--- config.mk ---
export PLATFORM = sky130hd
export DESIGN_NAME = mawg_play_scheduler
export DESIGN_NICKNAME = d
export VERILOG_FILES = /design/src/rtl/mawg_play_scheduler.sv
export SDC_FILE = /design/constraint.sdc
export NUM_CORES = 1
export LEC_CHECK = 0
export ABC_AREA = 1
export BUFFER_PORTS_ARGS = -buffer_cell sky130_fd_sc_hd__buf_2
export CAP_MARGIN = 20
export CELL_PAD_IN_SITES_DETAIL_PLACEMENT = 0
export CELL_PAD_IN_SITES_GLOBAL_PLACEMENT = 2
export CORE_ASPECT_RATIO = 0.8
export CORE_UTILIZATION = 37
export DETAILED_ROUTE_END_ITERATION = 16
export PLACE_DENSITY_LB_ADDON = 0.08
export SETUP_SLACK_MARGIN = 0.2
export SLEW_MARGIN = 20
export SYNTH_ARGS = -nofsm -noshare
export SYNTH_HDL_FRONTEND = slang
export SYNTH_SLANG_ARGS = --single-unit
--- constraint.sdc ---
create_clock -name clk -period 4.95 [get_ports clk]
set_clock_uncertainty 0.2 [all_clocks]
set_input_delay 0.495 -clock clk [delete_from_list [all_inputs] [get_ports clk]]
set_output_delay 0.495 -clock clk [all_outputs]
set_load 0.02 [all_outputs]
--- src/rtl/mawg_play_scheduler.sv ---
// Play-request scheduler: queues {repetition, ctrl_length, start_delay} and sequences them onto one mawg.
// Latency: push at t into an empty queue with enable=1 -> pop at t+1, kick at t+3+start_delay.
// Backpressure: req_ready drops while the 2**QUEUE_DEPTH-entry FIFO is full; a kick is held while mawg_busy=1.
module mawg_play_scheduler #(
  parameter int CTRL_DEPTH  = 4,
  parameter int QUEUE_DEPTH = 3,
  parameter int DELAY_WIDTH = 16
) (
  input  logic                       clk,
  input  logic                       reset,
  input  logic                       enable,
  input  logic                       flush,
  input  logic                       req_valid,
  output logic                       req_ready,
  input  logic [15:0]                req_repetition,
  input  logic [2**CTRL_DEPTH-1:0]   req_ctrl_length,
  input  logic [DELAY_WIDTH-1:0]     req_delay,
  output logic                       mawg_kick,
  output logic [15:0]                mawg_repetition,
  output logic [2**CTRL_DEPTH-1:0]   mawg_ctrl_length,
  input  logic                       mawg_busy,
  output logic                       done,
  output logic                       done_skipped,
  output logic [QUEUE_DEPTH:0]       pending,
  output logic                       active
);

  localparam int LEN_W   = 2**CTRL_DEPTH;
  localparam int ENTRIES = 2**QUEUE_DEPTH;
  localparam logic [QUEUE_DEPTH:0] FULL_CNT = (QUEUE_DEPTH+1)'(ENTRIES);

  typedef struct packed {
    logic [15:0]            rep;
    logic [LEN_W-1:0]       len;
    logic [DELAY_WIDTH-1:0] delay;
  } req_t;

  typedef enum logic [1:0] {IDLE, DELAY, KICK, WAIT} state_t;

  // Request FIFO storage and pointers
  req_t                   mem [ENTRIES];
  req_t                   head;
  req_t                   wr_dat;
  logic [QUEUE_DEPTH-1:0] wr_ptr;
  logic [QUEUE_DEPTH-1:0] rd_ptr;
  logic                   push;
  logic                   pop;

  // Sequencer state and next-state values
  state_t                 state;
  state_t                 state_nxt;
  logic [DELAY_WIDTH-1:0] delay_cnt;
  logic [DELAY_WIDTH-1:0] cnt_nxt;
  logic [15:0]            rep_nxt;
  logic [LEN_W-1:0]       len_nxt;
  logic                   kick_nxt;
  logic                   done_nxt;
  logic                   skip_nxt;

  // Full is judged on the registered count only, so a same-cycle pop never frees a slot early.
  assign req_ready = (pending != FULL_CNT);
  assign push      = req_valid && req_ready && !flush;
  assign wr_dat    = '{rep: req_repetition, len: req_ctrl_length, delay: req_delay};
  assign head      = mem[rd_ptr];
  assign active    = (state != IDLE);

  // FIFO payload write; contents need no reset because pending gates every read.
  always_ff @(posedge clk) begin
    if (push) begin
      mem[wr_ptr] <= wr_dat;
    end
  end

  // FIFO pointers and occupancy; flush discards everything not yet popped.
  always_ff @(posedge clk) begin
    if (reset) begin
      wr_ptr  <= '0;
      rd_ptr  <= '0;
      pending <= '0;
    end else if (flush) begin
      rd_ptr  <= wr_ptr;
      pending <= '0;
    end else begin
      if (push) begin
        wr_ptr <= wr_ptr + QUEUE_DEPTH'(1);
      end
      if (pop) begin
        rd_ptr <= rd_ptr + QUEUE_DEPTH'(1);
      end
      if (push && !pop) begin
        pending <= pending + (QUEUE_DEPTH+1)'(1);
      end else if (!push && pop) begin
        pending <= pending - (QUEUE_DEPTH+1)'(1);
      end
    end
  end

  // State register and registered outputs of the sequencer.
  always_ff @(posedge clk) begin
    if (reset) begin
      state            <= IDLE;
      delay_cnt        <= '0;
      mawg_repetition  <= '0;
      mawg_ctrl_length <= '0;
      mawg_kick        <= 1'b0;
      done             <= 1'b0;
      done_skipped     <= 1'b0;
    end else begin
      state            <= state_nxt;
      delay_cnt        <= cnt_nxt;
      mawg_repetition  <= rep_nxt;
      mawg_ctrl_length <= len_nxt;
      mawg_kick        <= kick_nxt;
      done             <= done_nxt;
      done_skipped     <= skip_nxt;
    end
  end

  // Next-state and next-output logic: pop, count down the delay, kick, wait for mawg to finish.
  always_comb begin
    state_nxt = state;
    cnt_nxt   = delay_cnt;
    rep_nxt   = mawg_repetition;
    len_nxt   = mawg_ctrl_length;
    kick_nxt  = 1'b0;
    done_nxt  = 1'b0;
    skip_nxt  = 1'b0;
    pop       = 1'b0;
    unique case (state)
      IDLE: begin
        if (enable && (pending != '0) && !flush) begin
          pop       = 1'b1;
          rep_nxt   = head.rep;
          len_nxt   = head.len;
          cnt_nxt   = head.delay;
          state_nxt = DELAY;
        end
      end
      DELAY: begin
        if (delay_cnt == '0) begin
          state_nxt = KICK;
        end else begin
          cnt_nxt = delay_cnt - DELAY_WIDTH'(1);
        end
      end
      KICK: begin
        if (mawg_repetition == '0) begin
          done_nxt  = 1'b1;
          skip_nxt  = 1'b1;
          state_nxt = IDLE;
        end else if (!mawg_busy) begin
          kick_nxt  = 1'b1;
          state_nxt = WAIT;
        end
      end
      WAIT: begin
        // mawg_kick is high only in the first WAIT cycle, before mawg has registered its own busy.
        if (!mawg_kick && !mawg_busy) begin
          done_nxt  = 1'b1;
          state_nxt = IDLE;
        end
      end
      default: begin
        state_nxt = IDLE;
      end
    endcase
  end

endmodule

* Yosys cells after proc, flatten, opt, wreduce, memory -nomap -nowiden
Memory sizes are Yosys's and may differ from the RTL's. A register that Yosys moved wholly into a read port is not among the register bits.
Cells that the tools add are included.
** Storage, ports and cells
- Register bits :: 63
- RAM bits :: 384
- Bits of input ports :: 54
- Output and inout bits :: 41
- Logic and storage cells :: 77
- Memories :: 1
** Cells by class
- Add/sub/neg operators :: 5
- Eq/ne operators :: 9
- Multiplexer cells :: 23
- Bitwise gates (word level) :: 2
- Reduce and logical (&&, ||, !) cells :: 27
** Memory list
- mem :: depth 8, width 48, rd ports 1, clocked after Yosys merged registers in 1, write ports 1, RTL line 41 : req_t mem [ENTRIES];
** Operators with widths (number)
- $logic_not A16 Y1 :: 2
- $mux W16 :: 2
- $pmux W16 S2 :: 1
- $sub A16 B1 Y16 const B :: 1
- $mux W3 :: 4
- $mux W2 :: 5
- $mux W4 :: 2
- $ne A2 B2 Y1 const B :: 4
- $pmux W2 S4 :: 1
- $reduce_bool A2 Y1 :: 4
- $logic_and A1 B1 Y1 :: 7
- $mux W1 :: 7
- $add A3 B1 Y3 const B :: 2
- $logic_not A1 Y1 :: 5
- $add A4 B1 Y4 const B :: 1
- $eq A2 B2 Y1 const B :: 2
- $ne A4 B4 Y1 const B :: 1
- $reduce_and A2 Y1 :: 2
- $reduce_and A4 Y1 :: 1
- $reduce_bool A4 Y1 :: 1
- $reduce_or A2 Y1 :: 2
- $sub A4 B1 Y4 const B :: 1
- $ne A3 B3 Y1 const B :: 1
- $reduce_and A3 Y1 :: 1
- other kinds (5) :: 6

* Longest topological paths before layout
Gate-level depths: netlist of the first run.
- Depth in word-level cells :: 9
- Mapped depth :: 15
- Mapped depth without buffers :: 15

* Worst setup path before layout of the first run
OpenSTA, ideal clock, no wires.
- Path kind :: register -> register
- Start :: reg pending[0]
- End :: mem mem[7][0] (netlist name) (enable)
- Library setup time :: 0.513 ns
- Arrival time :: 4.371 ns
- Required time :: 4.237 ns
- Slack :: -0.134 ns
- Stages on the path, launching flop included :: 5
- Path buffers :: 0
- Period minus slack after synthesis :: 5.084 ns
- Path through :: dfxtp_1 -> nor2_1 -> nand3_1 -> nand3_1 -> nor3_1
** Between the ends
- Word-level cells in the longest chain between the ends :: 5
** RTL lines
- from (decl) :: RTL line 24 : output logic [QUEUE_DEPTH:0] pending,
- from (signal assigned) :: RTL line 91 : pending <= pending + (QUEUE_DEPTH+1)'(1);
- from (signal assigned) :: RTL line 93 : pending <= pending - (QUEUE_DEPTH+1)'(1);
- $ne A4 B4 Y1 :: RTL line 61 : assign req_ready = (pending != FULL_CNT);
- net req_ready :: RTL line 14 : output logic req_ready,
- $logic_and A1 B1 Y1 (2 in series) :: RTL line 62 : assign push = req_valid && req_ready && !flush;
- $mux W1 :: RTL line 69 : if (push) begin
- $mux W1 (not written as such) :: RTL line 70 : mem[wr_ptr] <= wr_dat;
- to (decl) :: RTL line 41
The timed path passes the listed nets, and every way through them passes these cells.

* Worst setup path after layout of the first run
- Start :: reg pending[0]
- End :: mem mem[6][37] (netlist name) (enable)
** Between the ends
- Word-level cells in the longest chain between the ends :: 5
** RTL lines (RTL line)
- $ne A4 B4 Y1 :: 61
- $logic_and A1 B1 Y1 (2 in series) :: 62
- $mux W1 :: 69
- $mux W1 (not written as such) :: 70
No other way between the ends.

==> flow_metrics.py, run 1 <==
metrics = {
    "detailed_routing": {
        "ant_nets": 0,
        "drcViolationCount": 0,
        "drt-initial-drc-count": 892,
        "wire_per_inst_um": 19.1,
        "drt-total-wl_um": 45900,
        "first_pass_iters": 5,
        "vias": 11900,
        "viasPerCell": 4.95,
    },
    "layout": {
        "drive_gt1_frac": 0.117,
        "finalNetCount": 1801,
        "diodes": 0,
        "layout.cells.non_filler": 2407,
        "synthToLayoutAreaGrowth_pct": 14.5,
    },
    "power_and_ir_drop": {
        "ir_drop_mv": 0.245,
        "total_power_mw": 9.45,
        "p_leak_nw": 7.71,
        "power_density_nw_per_um2": 449,
    },
    "timing": {
        "slew_violations": 0,
        "max_slew_margin": 0.262,
        "layout_min_cycle_time_ns": 2.89,
        "min_period_over_period": 0.584,
        "setup-tns-final_ns": 0,
        "rsz0062_at_grt": "no",
        "final.setup.worst_slack_ns": 2.06,
        "setup_violations": 0,
        "fmax_ghz": 0.346,
        "worst_slew_pin_slew_ns": 1.11,
        "hold_viol": 0,
    },
    "yosys": {
        "synth_nets": 1713,
        "syn-cell-area_um2": 18400,
        "netlist-cell-type-count": 34,
        "yosysWarnings": 0,
        "avgSynthCellArea_um2": 11.1,
        "synth-main-ff-cell": "edfxtp_1",
        "async_flop_share": 0,
        "synth-edff-count": 384,
        "synth.yosys.seq_area_share": 0.700,
        "synthCells": 1651,
        "synth-seq-cells": 450,
    },
    "worst_setup_path": {
        "worst_ep_arrival_time_ns": 2.92,
        "path_max_fanout": 18,
        "required_ns": 4.98,
        "end_kind": "flip-flop",
        "crit_path_start_kind": "flip-flop",
        "critPathKind": "flip-flop to flip-flop",
    },
    "clock_network": {
        "clkSlewWorstSetupHoldPaths_ns": 0.07,
        "cts_tree": "yes",
        "insertion_delay_ns": 0.56,
        "cts_sinks": 450,
        "h-tree-depth": 2,
        "root_buffer": "clkbuf_16",
        "cts_buffers": 48,
        "ctsLongestPathBuffers": 3,
    },
    "die": {
        "core_um2": 48600,
        "die_area_um2": 50500,
        "die_h_um": 201,
        "die_x_um": 251,
        "io_pins": 95,
        "initial_utilization": 0.377,
        "rows": 72,
    },
    "placed_design": {
        "dp_hpwl_um": 24800,
        "gp_congestion": 0.766,
        "port_buffers": 94,
        "post-place-ws_ns": 1.79,
        "dp_cells": 2305,
    },
    "global_routing": {
        "grt_first_pass_wirelength_um": 71400,
        "grt_max_degree": 189,
        "grt_pass1_vias": 11800,
        "antenna_found_initial": 0,
        "grt.total_usage": 0.184,
        "grt-ovfl-total": 0,
    },
    "outcome": {
        "status": "finished, final reports clean",
    },
    "job": {
        "maxCapViolations": 0,
    },
    "min_path": {
        "hp-class": "primary input to flip-flop",
    },
}
==> per-stage QoR <==
step / hold WS [ns] / instance area [um2] / utilization
2_1_floorplan: 0.261 / 18400 / -
3_3_place_gp: 0.301 / 19400 / 0.398
3_5_place_dp: 0.303 / 19400 / 0.398
4_1_cts: 0.000170 / 21000 / 0.432
5_1_grt: 0.0137 / 21000 / 0.432
6_report: 0.0233 / 21000 / 0.432
==> metal layers <==
layer / track usage / share of wire
met2: 0.286 / 0.44
met5: 0 / 0
met4: 0.0359 / 0.015
met1: 0.274 / 0.51
met3: 0.0252 / 0.032
==> cell families after synthesis <==
logic type,count (synthesis),synth area share
AOI/OAI and AO/OA,316,0.0953
DFF,450,0.700
adders and majority gates,8,0.00586
buffers and inverters,164,0.0428
and+or+nand+nor,707,0.153
xor gates and xnor gates,6,0.00286
==> power breakdown <==
group | internal (mW) | switching, mW | leakage [nW]
registers | 4.25 | 0.125 | 4.01
clock network | 2.06 | 1.48 | 0.748
logic | 0.469 | 1.06 | 2.95
==> worst max-delay path, stage by stage (launching register included) <==
cell,delay (ns)
dfxtp_1,0.43
nor2_1,0.09
nand3_1,0.09
nand3_1,0.27
inv_1,0.23
nand2_1,0.27
nor2_4,0.55
buf_4,0.41
==> cells in the mapped netlist, types with 2 or more instances <==
| cell | n | area, um2 |
|---|---|---|
| buf_6 | 13 | 146 |
| nor2_4 | 2 | 22.5 |
| nor2_2 | 4 | 25.0 |
| ha_1 | 7 | 87.6 |
| nand3_1 | 66 | 330 |
| nand2_1 | 270 | 1010 |
| o21ai_0 | 150 | 751 |
| nor3_1 | 5 | 25.0 |
| nand2_4 | 2 | 22.5 |
| dfxtp_1 | 66 | 1320 |
| nor2_1 | 351 | 1320 |
| xnor2_1 | 2 | 17.5 |
| nand3b_1 | 2 | 15.0 |
| o21bai_1 | 2 | 15.0 |
| buf_4 | 7 | 52.6 |
| buf_1 | 6 | 22.5 |
| buf_2 | 35 | 175 |
| clkbuf_1 | 30 | 113 |
| o21ai_1 | 52 | 260 |
| o211ai_1 | 64 | 480 |
| inv_1 | 71 | 267 |
| xor2_1 | 4 | 35.0 |
| edfxtp_1 | 384 | 11500 |
| a21oi_1 | 46 | 230 |
==> path summary, 6_finish.rpt <==
path	startpoint	endpoint	slack [ns]	cells after the start
max	pending[0]$_SDFFE_PP0P_	mem[6][37]$_DFFE_PP_	2.06	7
min	req_delay[5]	mem[5][5]$_DFFE_PP_	0.02	1
max reg2reg	pending[0]$_SDFFE_PP0P_	mem[6][37]$_DFFE_PP_	2.06	7
min reg2reg	wr_ptr[0]$_SDFFE_PP0P_	wr_ptr[0]$_SDFFE_PP0P_	0.32	2
==> cell type report <==
| type | instances | area [um2] |
|---|---|---|
| repair buffers | 129 | 791 |
| clock inverters | 23 | 224 |
| well taps | 629 | 787 |
| fillers | 4653 | 27600 |
| clock buffers | 66 | 1310 |
| multi-input cells | 1037 | 4770 |
| inverters | 73 | 279 |
| flip-flops and latches | 450 | 12900 |
==> registers in the layout, summed over array words and instances (netlist names), 2 cells and up, named ones only <==
register / flops
rd_ptr: 3
wr_ptr: 3
mawg_repetition: 16
pending: 4
mawg_ctrl_length: 16
state: 2
mem: 384
delay_cnt: 16
==> cell usage in the layout, fill, tap and decap left out, types with 4 or more instances in the layout <==
master | Yosys | routed
bufinv_16 | 0 | 4
nor3_2 | 0 | 4
clkinv_2 | 0 | 7
edfxtp_1 | 384 | 384
nand3_1 | 66 | 66
clkbuf_16 | 0 | 49
o21ai_1 | 52 | 52
buf_2 | 35 | 94
o211ai_1 | 64 | 64
o21ai_0 | 150 | 150
a21oi_1 | 46 | 46
nor2_1 | 351 | 347
nor2_4 | 2 | 6
buf_4 | 7 | 20
dlygate4sd3_1 | 0 | 13
dfxtp_1 | 66 | 63
inv_1 | 71 | 69
ha_1 | 7 | 7
nor2_2 | 4 | 4
nand2_1 | 270 | 270
xor2_1 | 4 | 4
clkbuf_1 | 30 | 15
clkinv_1 | 0 | 7
==> timing repair <==
item	CTS	global route
endpoints found under the hold margin	85	0
setup buffers	0	0
hold buffers	13	0
gates resized for setup	0	0
(Power assumes the default switching activity.)
==> run 2: changes to the inputs <==
--- a/config.mk
+++ b/config.mk
@@ -11,7 +11,7 @@
 export CELL_PAD_IN_SITES_DETAIL_PLACEMENT = 0
 export CELL_PAD_IN_SITES_GLOBAL_PLACEMENT = 2
 export CORE_ASPECT_RATIO = 0.8
-export CORE_UTILIZATION = 37
+export CORE_UTILIZATION = 41
 export DETAILED_ROUTE_END_ITERATION = 16
 export PLACE_DENSITY_LB_ADDON = 0.08
 export SETUP_SLACK_MARGIN = 0.2
==> constraint.sdc (replaced) <==
create_clock -name clk -period 2.9 [get_ports clk]
set_clock_uncertainty 0.2 [all_clocks]
set_input_delay 0.29 -clock clk [delete_from_list [all_inputs] [get_ports clk]]
set_output_delay 0.29 -clock clk [all_outputs]
set_load 0.02 [all_outputs]
==> flow_metrics.py, run 2 (same netlist as run 1, synthesis figures left out) <==
metrics = {
    "outcome": {
        "status": "finished, final reports clean",
    },
    "timing": {
        "rsz0062_at_grt": "no",
        "min_period_over_period": 0.836,
        "layout_min_cycle_time_ns": 2.43,
        "fmax_ghz": 0.412,
        "max_slew_margin": 0.378,
        "setup-tns-final_ns": 0,
        "slew_violations": 0,
        "hold_viol": 0,
        "worst_slew_pin_slew_ns": 0.934,
        "setup_violations": 0,
    },
    "layout": {
        "drive_gt1_frac": 0.118,
        "synthToLayoutAreaGrowth_pct": 17.6,
        "nFillCells": 4002,
        "final_common_cell": "edfxtp_1",
        "top_register": "mem",
        "finalNetCount": 1845,
        "diodes": 0,
        "largest_register_ffs": 384,
        "layout_common_cells": "edfxtp_1, nor2_1, nand2_1",
        "post-route-util": 0.495,
    },
    "worst_setup_path": {
        "end_kind": "flip-flop",
        "required_ns": 3.14,
        "cp_top_family": "buffers and inverters",
        "worstReg2RegStart": "pending[1]$_SDFFE_PP0P_",
        "timing.rr.end": "pending[3]$_SDFFE_PP0P_",
        "r2r_slack_ns": 0.48,
        "worst-path-buf-inv": 6,
        "cpMostUsedCell": "nand2_1",
        "worst-path-stages": 16,
        "path_max_fanout": 8,
        "cp_slowest_stage_delay_ns": 0.53,
        "worst_ep_arrival_time_ns": 2.66,
        "critPathSlowestCell": "dlygate4sd3_1",
        "critPathKind": "primary input to flip-flop",
        "path_cells": "dlygate4sd3_1 > buf_2 > clkinvlp_4 > nand3_4 > inv_1 > ha_1 > inv_1 > ha_1 > nand2_1 > inv_1 > o21ai_0 > nand2_1 > nand2_1 > nand2_1 > nand2_1 > a21oi_1",
        "crit_path_start_kind": "primary input",
        "reg2reg_depth": 15,
    },
    "min_path": {
        "worstHoldStart": "enable",
        "hold_end": "state[0]$_SDFFE_PP0P_",
        "whs_path_depth": 7,
        "hp-class": "primary input to flip-flop",
    },
    "clock_network": {
        "clkSlewWorstSetupHoldPaths_ns": 0.06,
        "post_cts_buffers": 0,
        "cts_tree": "yes",
        "ctsLongestPathBuffers": 3,
        "root_buffer": "clkbuf_16",
        "cts_sinks": 450,
        "insertion_delay_ns": 0.56,
        "h-tree-depth": 2,
        "cts_buffers": 46,
    },
    "die": {
        "die_h_um": 191,
        "die_area_um2": 45600,
        "io_pins": 95,
        "core_um2": 43600,
        "die_x_um": 239,
        "initial_utilization": 0.421,
        "rows": 68,
    },
    "global_routing": {
        "top_usage_layer": "met2",
        "grt_max_degree": 80,
        "grt-ovfl-total": 0,
        "use_met1": 0.282,
        "met2_usage": 0.322,
        "grt_pass1_vias": 11800,
        "antenna_found_initial": 1,
        "globalRouteMet3Util": 0.0325,
        "grt_first_pass_wirelength_um": 68900,
        "grt.total_usage": 0.199,
    },
    "detailed_routing": {
        "drt-initial-drc-count": 593,
        "vias": 12000,
        "drt-total-wl_um": 44500,
        "first_pass_iters": 5,
        "wire_per_inst_um": 18.4,
        "drcViolationCount": 0,
        "viasPerCell": 4.96,
        "ant_nets": 0,
    },
    "power_and_ir_drop": {
        "p_leak_nw": 7.96,
        "power_density_nw_per_um2": 733,
        "ir_drop_mv": 0.484,
    },
    "placed_design": {
        "gp_congestion": 0.736,
        "dp_hpwl_um": 23300,
        "port_buffers": 94,
    },
    "job": {
        "maxCapViolations": 0,
    },
}
-- run 2: worst max path at each step --
stage                               to                    start  slack [ns]
5_1_grt        pending[3]$_SDFFE_PP0P_                    flush        0.21
6_report       pending[3]$_SDFFE_PP0P_                    flush        0.47
3_5_place_dp   pending[3]$_SDFFE_PP0P_                    flush        0.44
2_1_floorplan      mem[1][0]$_DFFE_PP_  pending[0]$_SDFFE_PP0P_        0.22
4_1_cts        pending[3]$_SDFFE_PP0P_  pending[1]$_SDFFE_PP0P_        0.43
3_3_place_gp   pending[3]$_SDFFE_PP0P_                    flush        0.43
-- run 2: final cells by class --
cell class                      instances  area (um2)  area share
Clock buffer                           68        1310      0.0604
Clock inverter                         16         148     0.00684
Inverter                               73         283      0.0131
Multi-Input combinational cell       1037        4820       0.223
Sequential cell                       450       12900       0.596
Tap cell                              595         744      0.0345
Timing Repair Buffer                  175        1440      0.0665
-- run 2: what timing repair did --
action / CTS / global route
endpoints found under the hold margin: 399 / 0
hold buffers: 53 / 0
gates resized for setup: 0 / 2
setup endpoints to repair: 0 / 1
-- run 2: power breakdown --
group / switching [mW] / internal (mW) / total (mW)
clock network: 2.42 / 3.30 / 5.71
logic: 1.77 / 0.876 / 2.65
registers: 0.211 / 7.26 / 7.47
total: 4.40 / 11.4 / 15.8
-- run 2: routing by layer --
layer | wire (um) | vias to the layer above | part of all wire
met1 | 21800 | 5735 | 0.49
met5 | 8 | - | 0.00018
met3 | 1780 | 53 | 0.040
met2 | 20300 | 209 | 0.46
li1 | - | 5977 | -
met4 | 678 | 2 | 0.015
-- run 2: worst register-to-register path, cell delays in order, from the launching register on --
cell	delay (ns)
dfxtp_2	0.35
nor2_2	0.16
nand3_2	0.13
nand3_4	0.17
inv_1	0.12
ha_1	0.22
inv_1	0.13
ha_1	0.24
nand2_1	0.06
inv_1	0.03
o21ai_0	0.21
nand2_1	0.08
nand2_1	0.06
nand2_1	0.05
nand2_1	0.06
a21oi_1	0.05
-- run 2: per-stage QoR --
stage	std cells	power, mW	worst slack (ns)	hold WS (ns)	instance area [um2]
final	2414	15.8	0.475	0.0118	21600
after global routing	2414	16.7	0.205	0.0709	21600
after CTS	2414	16.0	0.431	0.000533	21600
after detailed placement	2277	10.2	0.440	0.286	19600
after global placement	2277	10.2	0.427	0.283	19600
after floorplan	1651	9.46	0.225	0.159	18500
